--- src/rtl/alu_cmd_sequencer.sv ---
// -----------------------------------------------------------------------------
// alu_cmd_sequencer
//
// Front-end stage for the 8-bit ALU (add / sub / Booth multiply / non-restoring
// divide). Commands arrive over a valid/ready port and are buffered in a small
// FIFO. Each command is handed to the ALU with a one-cycle start pulse while
// its opcode and operands are held stable. The ALU result is captured on
// alu_done (or on a watchdog timeout) into a registered valid/ready response
// port. At most one result is outstanding at any time.
//
// Ports
//   clk, reset          rising-edge clock, asynchronous active-high reset
//   cmd_valid/ready     command handshake; cmd_ready = FIFO not full
//   cmd_op/a/b          opcode (00 add, 01 sub, 10 mul, 11 div) and operands
//   alu_start           one-cycle start pulse to the ALU
//   alu_op_code         held opcode to the ALU
//   alu_operand_A/B     held operands to the ALU
//   alu_result/done     ALU result (div = {remainder, quotient}) and completion
//   rsp_valid/ready     response handshake
//   rsp_op/result       opcode and result of the completed command
//   rsp_err             1 = completion forced by the timeout watchdog
//   rsp_zero            captured result was zero
//   busy                FSM not idle or FIFO not empty
//   fifo_count          FIFO occupancy
// -----------------------------------------------------------------------------
module alu_cmd_sequencer #(
    parameter int DEPTH          = 4,
    parameter int TIMEOUT_CYCLES = 64
) (
    input  logic                     clk,
    input  logic                     reset,
    input  logic                     cmd_valid,
    output logic                     cmd_ready,
    input  logic [1:0]               cmd_op,
    input  logic [7:0]               cmd_a,
    input  logic [7:0]               cmd_b,
    output logic                     alu_start,
    output logic [1:0]               alu_op_code,
    output logic [7:0]               alu_operand_A,
    output logic [7:0]               alu_operand_B,
    input  logic [15:0]              alu_result,
    input  logic                     alu_done,
    output logic                     rsp_valid,
    input  logic                     rsp_ready,
    output logic [1:0]               rsp_op,
    output logic [15:0]              rsp_result,
    output logic                     rsp_err,
    output logic                     rsp_zero,
    output logic                     busy,
    output logic [$clog2(DEPTH):0]   fifo_count
);

    localparam int AW = $clog2(DEPTH);
    localparam int CW = AW + 1;
    localparam int TW = $clog2(TIMEOUT_CYCLES) + 1;
    localparam int EW = 18;  // {op, a, b}

    typedef enum logic [1:0] {
        ST_IDLE  = 2'd0,
        ST_ISSUE = 2'd1,
        ST_WAIT  = 2'd2,
        ST_DRAIN = 2'd3
    } state_t;

    // ------------------------------------------------------------------
    // Registers
    // ------------------------------------------------------------------
    state_t          state_q,      state_d;
    logic [AW-1:0]   wr_ptr_q,     wr_ptr_d;
    logic [AW-1:0]   rd_ptr_q,     rd_ptr_d;
    logic [CW-1:0]   count_q,      count_d;
    logic [TW-1:0]   tmo_cnt_q,    tmo_cnt_d;
    logic [1:0]      op_q,         op_d;
    logic [7:0]      opa_q,        opa_d;
    logic [7:0]      opb_q,        opb_d;
    logic            rsp_valid_q,  rsp_valid_d;
    logic [1:0]      rsp_op_q,     rsp_op_d;
    logic [15:0]     rsp_result_q, rsp_result_d;
    logic            rsp_err_q,    rsp_err_d;
    logic            rsp_zero_q,   rsp_zero_d;

    logic            push;
    logic            pop;
    logic [EW-1:0]   head;
    logic [TW-1:0]   tmo_cnt_inc;

    // Command storage. Contents need no reset: occupancy is governed by the
    // pointers and count, and an entry is only read after it was written.
    logic [EW-1:0]   fifo_mem [DEPTH];

    assign cmd_ready = (count_q < CW'(DEPTH));
    assign push      = cmd_valid & cmd_ready;
    assign head      = fifo_mem[rd_ptr_q];

    always_ff @(posedge clk) begin
        if (push) begin
            fifo_mem[wr_ptr_q] <= {cmd_op, cmd_a, cmd_b};
        end
    end

    // ------------------------------------------------------------------
    // Next-state / datapath
    // ------------------------------------------------------------------
    always_comb begin
        state_d      = state_q;
        pop          = 1'b0;
        tmo_cnt_d    = tmo_cnt_q;
        tmo_cnt_inc  = tmo_cnt_q + TW'(1);
        op_d         = op_q;
        opa_d        = opa_q;
        opb_d        = opb_q;
        rsp_valid_d  = rsp_valid_q;
        rsp_op_d     = rsp_op_q;
        rsp_result_d = rsp_result_q;
        rsp_err_d    = rsp_err_q;
        rsp_zero_d   = rsp_zero_q;

        if (rsp_valid_q && rsp_ready) begin
            rsp_valid_d = 1'b0;
        end

        case (state_q)
            ST_IDLE: begin
                // A still-high done must not be mistaken for the next
                // command's completion, hence the alu_done qualifier.
                if ((count_q != '0) && !rsp_valid_q && !alu_done) begin
                    pop     = 1'b1;
                    op_d    = head[17:16];
                    opa_d   = head[15:8];
                    opb_d   = head[7:0];
                    state_d = ST_ISSUE;
                end
            end
            ST_ISSUE: begin
                tmo_cnt_d = '0;
                state_d   = ST_WAIT;
            end
            ST_WAIT: begin
                tmo_cnt_d = tmo_cnt_inc;
                // The incremented count is compared so that the forced
                // completion becomes visible exactly TIMEOUT_CYCLES cycles
                // after the start pulse. A real done wins over the timeout.
                if (alu_done) begin
                    rsp_valid_d  = 1'b1;
                    rsp_op_d     = op_q;
                    rsp_result_d = alu_result;
                    rsp_err_d    = 1'b0;
                    rsp_zero_d   = (alu_result == 16'h0000);
                    state_d      = ST_DRAIN;
                end else if (tmo_cnt_inc == TW'(TIMEOUT_CYCLES - 1)) begin
                    rsp_valid_d  = 1'b1;
                    rsp_op_d     = op_q;
                    rsp_result_d = alu_result;
                    rsp_err_d    = 1'b1;
                    rsp_zero_d   = (alu_result == 16'h0000);
                    state_d      = ST_DRAIN;
                end
            end
            ST_DRAIN: begin
                if (!alu_done) begin
                    state_d = ST_IDLE;
                end
            end
            default: begin
                state_d = ST_IDLE;
            end
        endcase

        wr_ptr_d = push ? (wr_ptr_q + AW'(1)) : wr_ptr_q;
        rd_ptr_d = pop  ? (rd_ptr_q + AW'(1)) : rd_ptr_q;

        case ({push, pop})
            2'b10:   count_d = count_q + CW'(1);
            2'b01:   count_d = count_q - CW'(1);
            default: count_d = count_q;
        endcase
    end

    // ------------------------------------------------------------------
    // State registers
    // ------------------------------------------------------------------
    always_ff @(posedge clk or posedge reset) begin
        if (reset) begin
            state_q      <= ST_IDLE;
            wr_ptr_q     <= '0;
            rd_ptr_q     <= '0;
            count_q      <= '0;
            tmo_cnt_q    <= '0;
            op_q         <= '0;
            opa_q        <= '0;
            opb_q        <= '0;
            rsp_valid_q  <= 1'b0;
            rsp_op_q     <= '0;
            rsp_result_q <= '0;
            rsp_err_q    <= 1'b0;
            rsp_zero_q   <= 1'b0;
        end else begin
            state_q      <= state_d;
            wr_ptr_q     <= wr_ptr_d;
            rd_ptr_q     <= rd_ptr_d;
            count_q      <= count_d;
            tmo_cnt_q    <= tmo_cnt_d;
            op_q         <= op_d;
            opa_q        <= opa_d;
            opb_q        <= opb_d;
            rsp_valid_q  <= rsp_valid_d;
            rsp_op_q     <= rsp_op_d;
            rsp_result_q <= rsp_result_d;
            rsp_err_q    <= rsp_err_d;
            rsp_zero_q   <= rsp_zero_d;
        end
    end

    // ------------------------------------------------------------------
    // Outputs
    // ------------------------------------------------------------------
    assign alu_start     = (state_q == ST_ISSUE);
    assign alu_op_code   = op_q;
    assign alu_operand_A = opa_q;
    assign alu_operand_B = opb_q;
    assign rsp_valid     = rsp_valid_q;
    assign rsp_op        = rsp_op_q;
    assign rsp_result    = rsp_result_q;
    assign rsp_err       = rsp_err_q;
    assign rsp_zero      = rsp_zero_q;
    assign busy          = (state_q != ST_IDLE) || (count_q != '0);
    assign fifo_count    = count_q;

endmodule

--- config.mk ---
export PLATFORM = sky130hd
export DESIGN_NAME = alu_cmd_sequencer
export DESIGN_NICKNAME = d
export VERILOG_FILES = /design/src/rtl/alu_cmd_sequencer.sv
export SDC_FILE = /design/constraint.sdc
export NUM_CORES = 1
export LEC_CHECK = 0
export CORE_MARGIN = 8
export CORE_UTILIZATION = 40
export CTS_CLUSTER_DIAMETER = 50
export CTS_CLUSTER_SIZE = 8
export DETAILED_ROUTE_END_ITERATION = 8
export HOLD_SLACK_MARGIN = 0.12
export PLACE_DENSITY = 0.69
export SLEW_MARGIN = 5
export SYNTH_ARGS = -nofsm -noshare
export SYNTH_HDL_FRONTEND = slang
export SYNTH_SLANG_ARGS = --single-unit
export TNS_END_PERCENT = 30
--- constraint.sdc ---
create_clock -name clk -period 3.6 [get_ports clk]
set_input_delay 0.54 -clock clk [delete_from_list [all_inputs] [get_ports clk]]
set_output_delay 0.54 -clock clk [all_outputs]
set_load 0.005 [all_outputs]
==> impl_metrics.json, run 1 <==
{
  "outcome": "finished, final reports clean",
  "cts_resized": 0,
  "rrSetupSlack_ns": 1.35,
  "drt_first_iter_violations": 186,
  "finClkSkew_ns": 0.009385,
  "grt_util_all_layers_pct": 13.02,
  "cts_setup_buffers": 0,
  "crit_type": "reg -> out",
  "hold_depth": 1,
  "cp.required_ns": 3.06,
  "dp_hpwl_um": 6856,
  "final_core_util_pct": 54.00,
  "max-clock-path-buffers": 2,
  "ys_seq_area_share_pct": 67.80,
  "avgSynthCellArea_sq_um": 17.63,
  "timing.final.hold_violations": 0,
  "grt-ovfl-total": 0,
  "irDropWorstVdd_mv": 0.5441,
  "ctsHtreeMaxLevel": 4,
  "die_w_um": 130.2,
  "min_from": "tmo_cnt_q[6]$_DFFE_PP0P_",
  "clk_pin_slew_ns": 0.06,
  "start_util_pct": 41.19,
  "synth_xor_area_share_pct": 1.007,
  "dr.pass1.iters": 4,
  "synth_fa_ha_area_share_pct": 3.261,
  "reg2reg_from": "tmo_cnt_q[1]$_DFFE_PP0P_",
  "synth_cell_types": 43,
  "synth_warnings": 0,
  "gp_congestion": 0.7209,
  "async_flop_share_pct": 43.31,
  "power.static_leakage_nw": 2.597,
  "worst_pin_slew_ns": 0.9540,
  "grt_max_degree": 44,
  "synth_top_family_by_area": "multiplexers",
  "grt_pass1_vias": 3208,
  "chipHeight_um": 130.2,
  "area_growth_pct": 31.12,
  "cts_buffers": 17,
  "antenna_cells": 0,
  "fmax_ghz": 0.4366,
  "grt_setup_unrepaired": "false",
  "wl_per_cell_um": 17.78,
  "clkSinkCount": 127,
  "cp.arrival_ns": 1.75,
  "rows": 41,
  "clk-insertion-delay-late_ns": 0.41,
  "setup_tns_ns": 0,
  "synth_flop_cell": "edfxtp_1",
  "drc": 0,
  "layout-drive-gt1-share_pct": 23.17,
  "synth-simple-area-share_pct": 4.915,
  "synth_nets": 348,
  "synth_mux_area_share_pct": 17.60,
  "clockRootBuffer": "clkbuf_16",
  "critPathLaunchType": "flip-flop",
  "synth_edf_count": 72,
  "ys_seq_elements": 127,
  "powerDensity_nw_per_um2": 814.7,
  "wl_um": 10350,
  "hold_path_class": "reg -> reg",
  "finalSetupViolCount": 0,
  "drt.antenna.violating_nets": 0,
  "cts_tree": "built",
  "endpoint_kind": "output pin",
  "syn_area_sq_um": 5219,
  "fin_nets": 449,
  "rr_worst_depth": 7,
  "postCtsHoldBufs": 0,
  "cp_max_fo": 4,
  "grt_pass1_wl_um": 16650,
  "pin_count": 84,
  "drv_slew": 0,
  "dieArea_sq_um": 16960,
  "holdPathEnd": "tmo_cnt_q[6]$_DFFE_PP0P_",
  "portBuffers": 83,
  "grt_antenna_before_repair": 0,
  "slew_headroom_pct": 36.30,
  "drv_cap": 0,
  "design.core.area_sq_um": 12670,
  "routed_via_density": 4.940,
  "fin_crit_sh_pct": 63.63,
  "r2r-end": "rsp_result[9]$_DFFE_PP0P_",
  "dr_total_vias": 2875,
  "fin_crit_ns": 2.291,
  "synth_compound_area_share_pct": 2.997,
  "netlist_instances": 296
}
-- cell usage in the layout (no fill, tap or decap), types with 2 or more instances in the layout --
cell type	instances
a211oi_1	2
a21o_1	2
a21oi_1	6
and2_1	6
buf_4	8
bufinv_16	2
clkbuf_1	4
clkbuf_16	17
clkdlybuf4s50_1	83
clkinv_2	2
clkinvlp_4	4
dfrtp_1	55
edfxtp_1	72
ha_1	12
inv_1	18
mux2_2	18
mux2_4	18
mux2i_1	4
mux4_2	18
nand2_1	4
nand2b_1	3
nand3_1	3
nand4_1	3
nor2_1	5
nor3_1	4
nor4_1	4
o21ai_0	4
o22ai_1	2
xnor2_1	5
-- synth_stat cells (5+ instances only) --
cell      count  area [sq um]
edfxtp_1     72          2162
dfrtp_1      55          1376
nor2_1        5         18.77
mux2_4       18         270.3
and2_1        6         37.54
a21oi_1       6         30.03
buf_2         5         25.02
ha_1         12         150.1
inv_1        19         71.32
mux2_2       18         202.7
mux4_2       18         405.4
xnor2_1       5         43.79
-- cell type report --
cell class | count | area [sq um]
Clock buffer | 22 | 454.2
Clock inverter | 10 | 112.6
Fill cell | 1033 | 5828
Inverter | 19 | 71.32
Multi-Input combinational cell | 141 | 1560
Sequential cell | 127 | 3538
Tap cell | 172 | 215.2
Timing Repair Buffer | 91 | 890.9
-- worst max-delay path by stage --
stage,from,endpoint,slack [ns],cells after the start
2_1_floorplan,alu_done,fifo_count[2]$_DFFE_PP0P_,1.58,10
3_3_place_gp,alu_done,fifo_count[2]$_DFFE_PP0P_,1.10,10
3_5_place_dp,alu_done,fifo_count[2]$_DFFE_PP0P_,1.03,10
4_1_cts,state_q[0]$_DFFE_PP0P_,busy,1.28,4
5_1_grt,tmo_cnt_q[1]$_DFFE_PP0P_,rsp_result[9]$_DFFE_PP0P_,1.15,7
6_report,state_q[0]$_DFFE_PP0P_,busy,1.31,4
-- metal layers --
layer | vias up | track usage, % | wire length (um)
li1 | 1327 | - | -
met1 | 1469 | 15.74 | 4633
met2 | 74 | 21.45 | 5094
met3 | 5 | 4.039 | 546
met4 | 0 | 4.918 | 75
met5 | - | 0 | 0
-- worst max-delay path, cell delays in order (launching register included) --
cell	delay, ns
dfrtp_1	0.39
inv_1	0.10
ha_1	0.25
nand4_1	0.10
clkdlybuf4s50_1	0.51
-- power by group --
part	total, mW	internal, mW	switching [mW]
clock network	1.62	1.03	0.586
logic	1.77	1.08	0.696
registers	2.18	1.95	0.236
-- state kept, by name, summed over array words and instances (netlist names) --
signal and cells:
rsp_err 1, rd_ptr_q 2, wr_ptr_q 2, fifo_count 3, tmo_cnt_q 7, alu_operand_B 8, alu_operand_A 8, rsp_valid 1
rsp_zero 1, rsp_op 2, state_q 2, alu_op_code 2, rsp_result 16, fifo_mem 72
-- through the flow --
| step | total power [mW] | instances | cell area (sq um) | setup slack [ns] | hold slack [ns] |
|---|---|---|---|---|---|
| detailed placement | 4.021 | 550 | 6276 | 1.027 | 0.4798 |
| CTS | 5.667 | 582 | 6843 | 1.276 | 0.4867 |
| global placement | 3.983 | 550 | 6276 | 1.104 | 0.4659 |
| global route | 5.884 | 582 | 6843 | 1.149 | 0.5170 |
| floorplan | 3.170 | 296 | 5219 | 1.582 | 0.4442 |
| finish | 5.575 | 582 | 6843 | 1.309 | 0.4856 |
-- logic make-up (layout without fill, tap and decap cells) --
kind of cell | count (synthesis) | in the layout
simple gates | 41 | 41
flops | 127 | 127
mux | 58 | 58
buf+inv | 28 | 142
fa+ha+maj | 13 | 13
xor+xnor | 6 | 6
compound gates | 23 | 23
No activity file was read; power rests on OpenSTA's default activity.
==> run 2, diff against run 1 <==
==> constraint.sdc (replaced) <==
create_clock -name clk -period 2.2 [get_ports clk]
set_input_delay 0.33 -clock clk [delete_from_list [all_inputs] [get_ports clk]]
set_output_delay 0.33 -clock clk [all_outputs]
set_load 0.005 [all_outputs]
==> impl_metrics.json, run 2 (synthesis results as in run 1) <==
{
  "design.core.area_sq_um": 12670,
  "clockRootBuffer": "clkbuf_16",
  "crit_type": "reg -> reg",
  "holdWs_ns": 0.2931,
  "gp_congestion": 0.7429,
  "max-clock-path-buffers": 2,
  "grt_pass1_vias": 3208,
  "clkSinkCount": 127,
  "finalSetupViolCount": 0,
  "area_growth_pct": 35.44,
  "cp_max_fo": 10,
  "power.static_leakage_nw": 2.745,
  "cp.arrival_ns": 2.44,
  "drt.antenna.violating_nets": 0,
  "dr.pass1.iters": 4,
  "pin_count": 84,
  "irDropWorstVdd_mv": 1.008,
  "grt_pass1_wl_um": 16540,
  "drv_slew": 0,
  "fmax_ghz": 0.4655,
  "hold_path_class": "in -> async",
  "timing.final.hold_violations": 0,
  "wl_um": 10660,
  "cp.required_ns": 2.49,
  "reg2reg_from": "tmo_cnt_q[1]$_DFFE_PP0P_",
  "powerDensity_nw_per_um2": 1309,
  "worst_path_max_delay_cell": "a211oi_1",
  "dieArea_sq_um": 16960,
  "critPathLaunchType": "flip-flop",
  "antenna_cells": 0,
  "drt_first_iter_violations": 152,
  "largest_register_ffs": 72,
  "slew_headroom_pct": 69.87,
  "routed_via_density": 4.914,
  "setup_tns_ns": 0,
  "grt_antenna_before_repair": 0,
  "rows": 41,
  "final_cell_mix": "83 x clkdlybuf4s50_1, 72 x edfxtp_1, 55 x dfrtp_1",
  "final_common_cell": "clkdlybuf4s50_1",
  "drv_cap": 0,
  "portBuffers": 83,
  "cts_tree": "built",
  "fin_nets": 463,
  "layout-drive-gt1-share_pct": 26.42,
  "grt_util_all_layers_pct": 13.13,
  "clk-insertion-delay-late_ns": 0.41,
  "fin_crit_sh_pct": 97.65,
  "regMostFlops": "fifo_mem",
  "slowest_delay_ns": 0.44,
  "start_util_pct": 41.19,
  "wl_per_cell_um": 17.89,
  "finClkSkew_ns": 0.008985,
  "grt_max_degree": 56,
  "outcome": "finished, final reports clean",
  "worstPathCellList": "ha_1 > nand2b_1 > o21ai_2 > a211oi_1 > nor3_4 > buf_12 > clkbuf_16 > mux2_4",
  "ctsHtreeMaxLevel": 4,
  "endpoint_kind": "flip-flop",
  "dr_total_vias": 2929,
  "cts_buffers": 17,
  "chipHeight_um": 130.2,
  "fin_crit_ns": 2.148,
  "grt-ovfl-total": 0,
  "die_w_um": 130.2,
  "dp_hpwl_um": 6855,
  "worst_pin_slew_ns": 0.4493,
  "drc": 0,
  "startpoint": "tmo_cnt_q[1]$_DFFE_PP0P_",
  "clk_pin_slew_ns": 0.05
}
-- run 2: cell types whose count changed in the layout (fill, tap and decap cells not counted), moves of 2 or more --
cell,before,now
buf_4,8,15
buf_12,0,5
clkinvlp_4,4,1
clkbuf_16,17,19
clkinv_2,2,4
clkinv_4,0,2
-- run 2: critical path: cells and delay by family (launching register included) --
kind,cells,cell delay [ns]
simple gates,2,0.26
compound gates,2,0.52
flops,1,0.40
fa+ha+maj,1,0.21
buf+inv,2,0.32
mux,1,0.30
-- run 2: cell type report --
cell class / instances / area (sq um)
Fill cell: 1012 / 5603
Multi-Input combinational cell: 141 / 1592
Clock buffer: 22 / 444.2
Sequential cell: 127 / 3538
Timing Repair Buffer: 105 / 1094
Inverter: 19 / 71.32
Tap cell: 172 / 215.2
Clock inverter: 10 / 113.9
-- run 2: what timing repair did --
item,4_1_cts,5_1_grt
hold buffers,0,0
buffers inserted,0,2
gates resized for setup,0,5
endpoints found under the setup margin,0,19
-- run 2: power breakdown --
part	internal (mW)	switching (mW)	total, mW	leakage (nW)
logic	1.90	1.23	3.12	1.15
clock network	1.66	0.962	2.63	0.272
registers	3.18	0.319	3.50	1.33
-- run 2: layer usage --
layer  routed length, um  share of wire, %  global-route usage (%)  vias up
li1                    -                 -                       -     1356
met1                4564                43                   15.18     1483
met2                5277                49                   21.36       81
met3                 723               6.8                   5.712        9
met4                  97              0.91                   4.645        0
met5                   0                 0                       0        -
-- run 2: final timing paths --
kind                                              endpoint  slack, ns  cells past startpoint
max in group asynchronous       rsp_result[14]$_DFFE_PP0P_       1.62                      3
worst min register to register    tmo_cnt_q[6]$_DFFE_PP0P_       0.48                      1
worst max-delay path             rsp_result[7]$_DFFE_PP0P_       0.05                      8
worst min-delay path            alu_op_code[1]$_DFFE_PP0P_       0.29                      3
worst max register to register   rsp_result[7]$_DFFE_PP0P_       0.05                      8
min in group clk                  tmo_cnt_q[6]$_DFFE_PP0P_       0.48                      1
-- run 2: through the flow --
stage	power, mW	cell area [sq um]	cells	setup slack [ns]	util (%)
CTS	9.341	6959	592	0.07357	54.92
global route	9.795	7068	596	-0.07259	55.78
floorplan	5.187	5219	296	0.1878	-
finish	9.253	7068	596	0.05180	55.78
global placement	6.604	6401	560	0.01694	50.52
detailed placement	6.667	6401	560	-0.02258	50.52
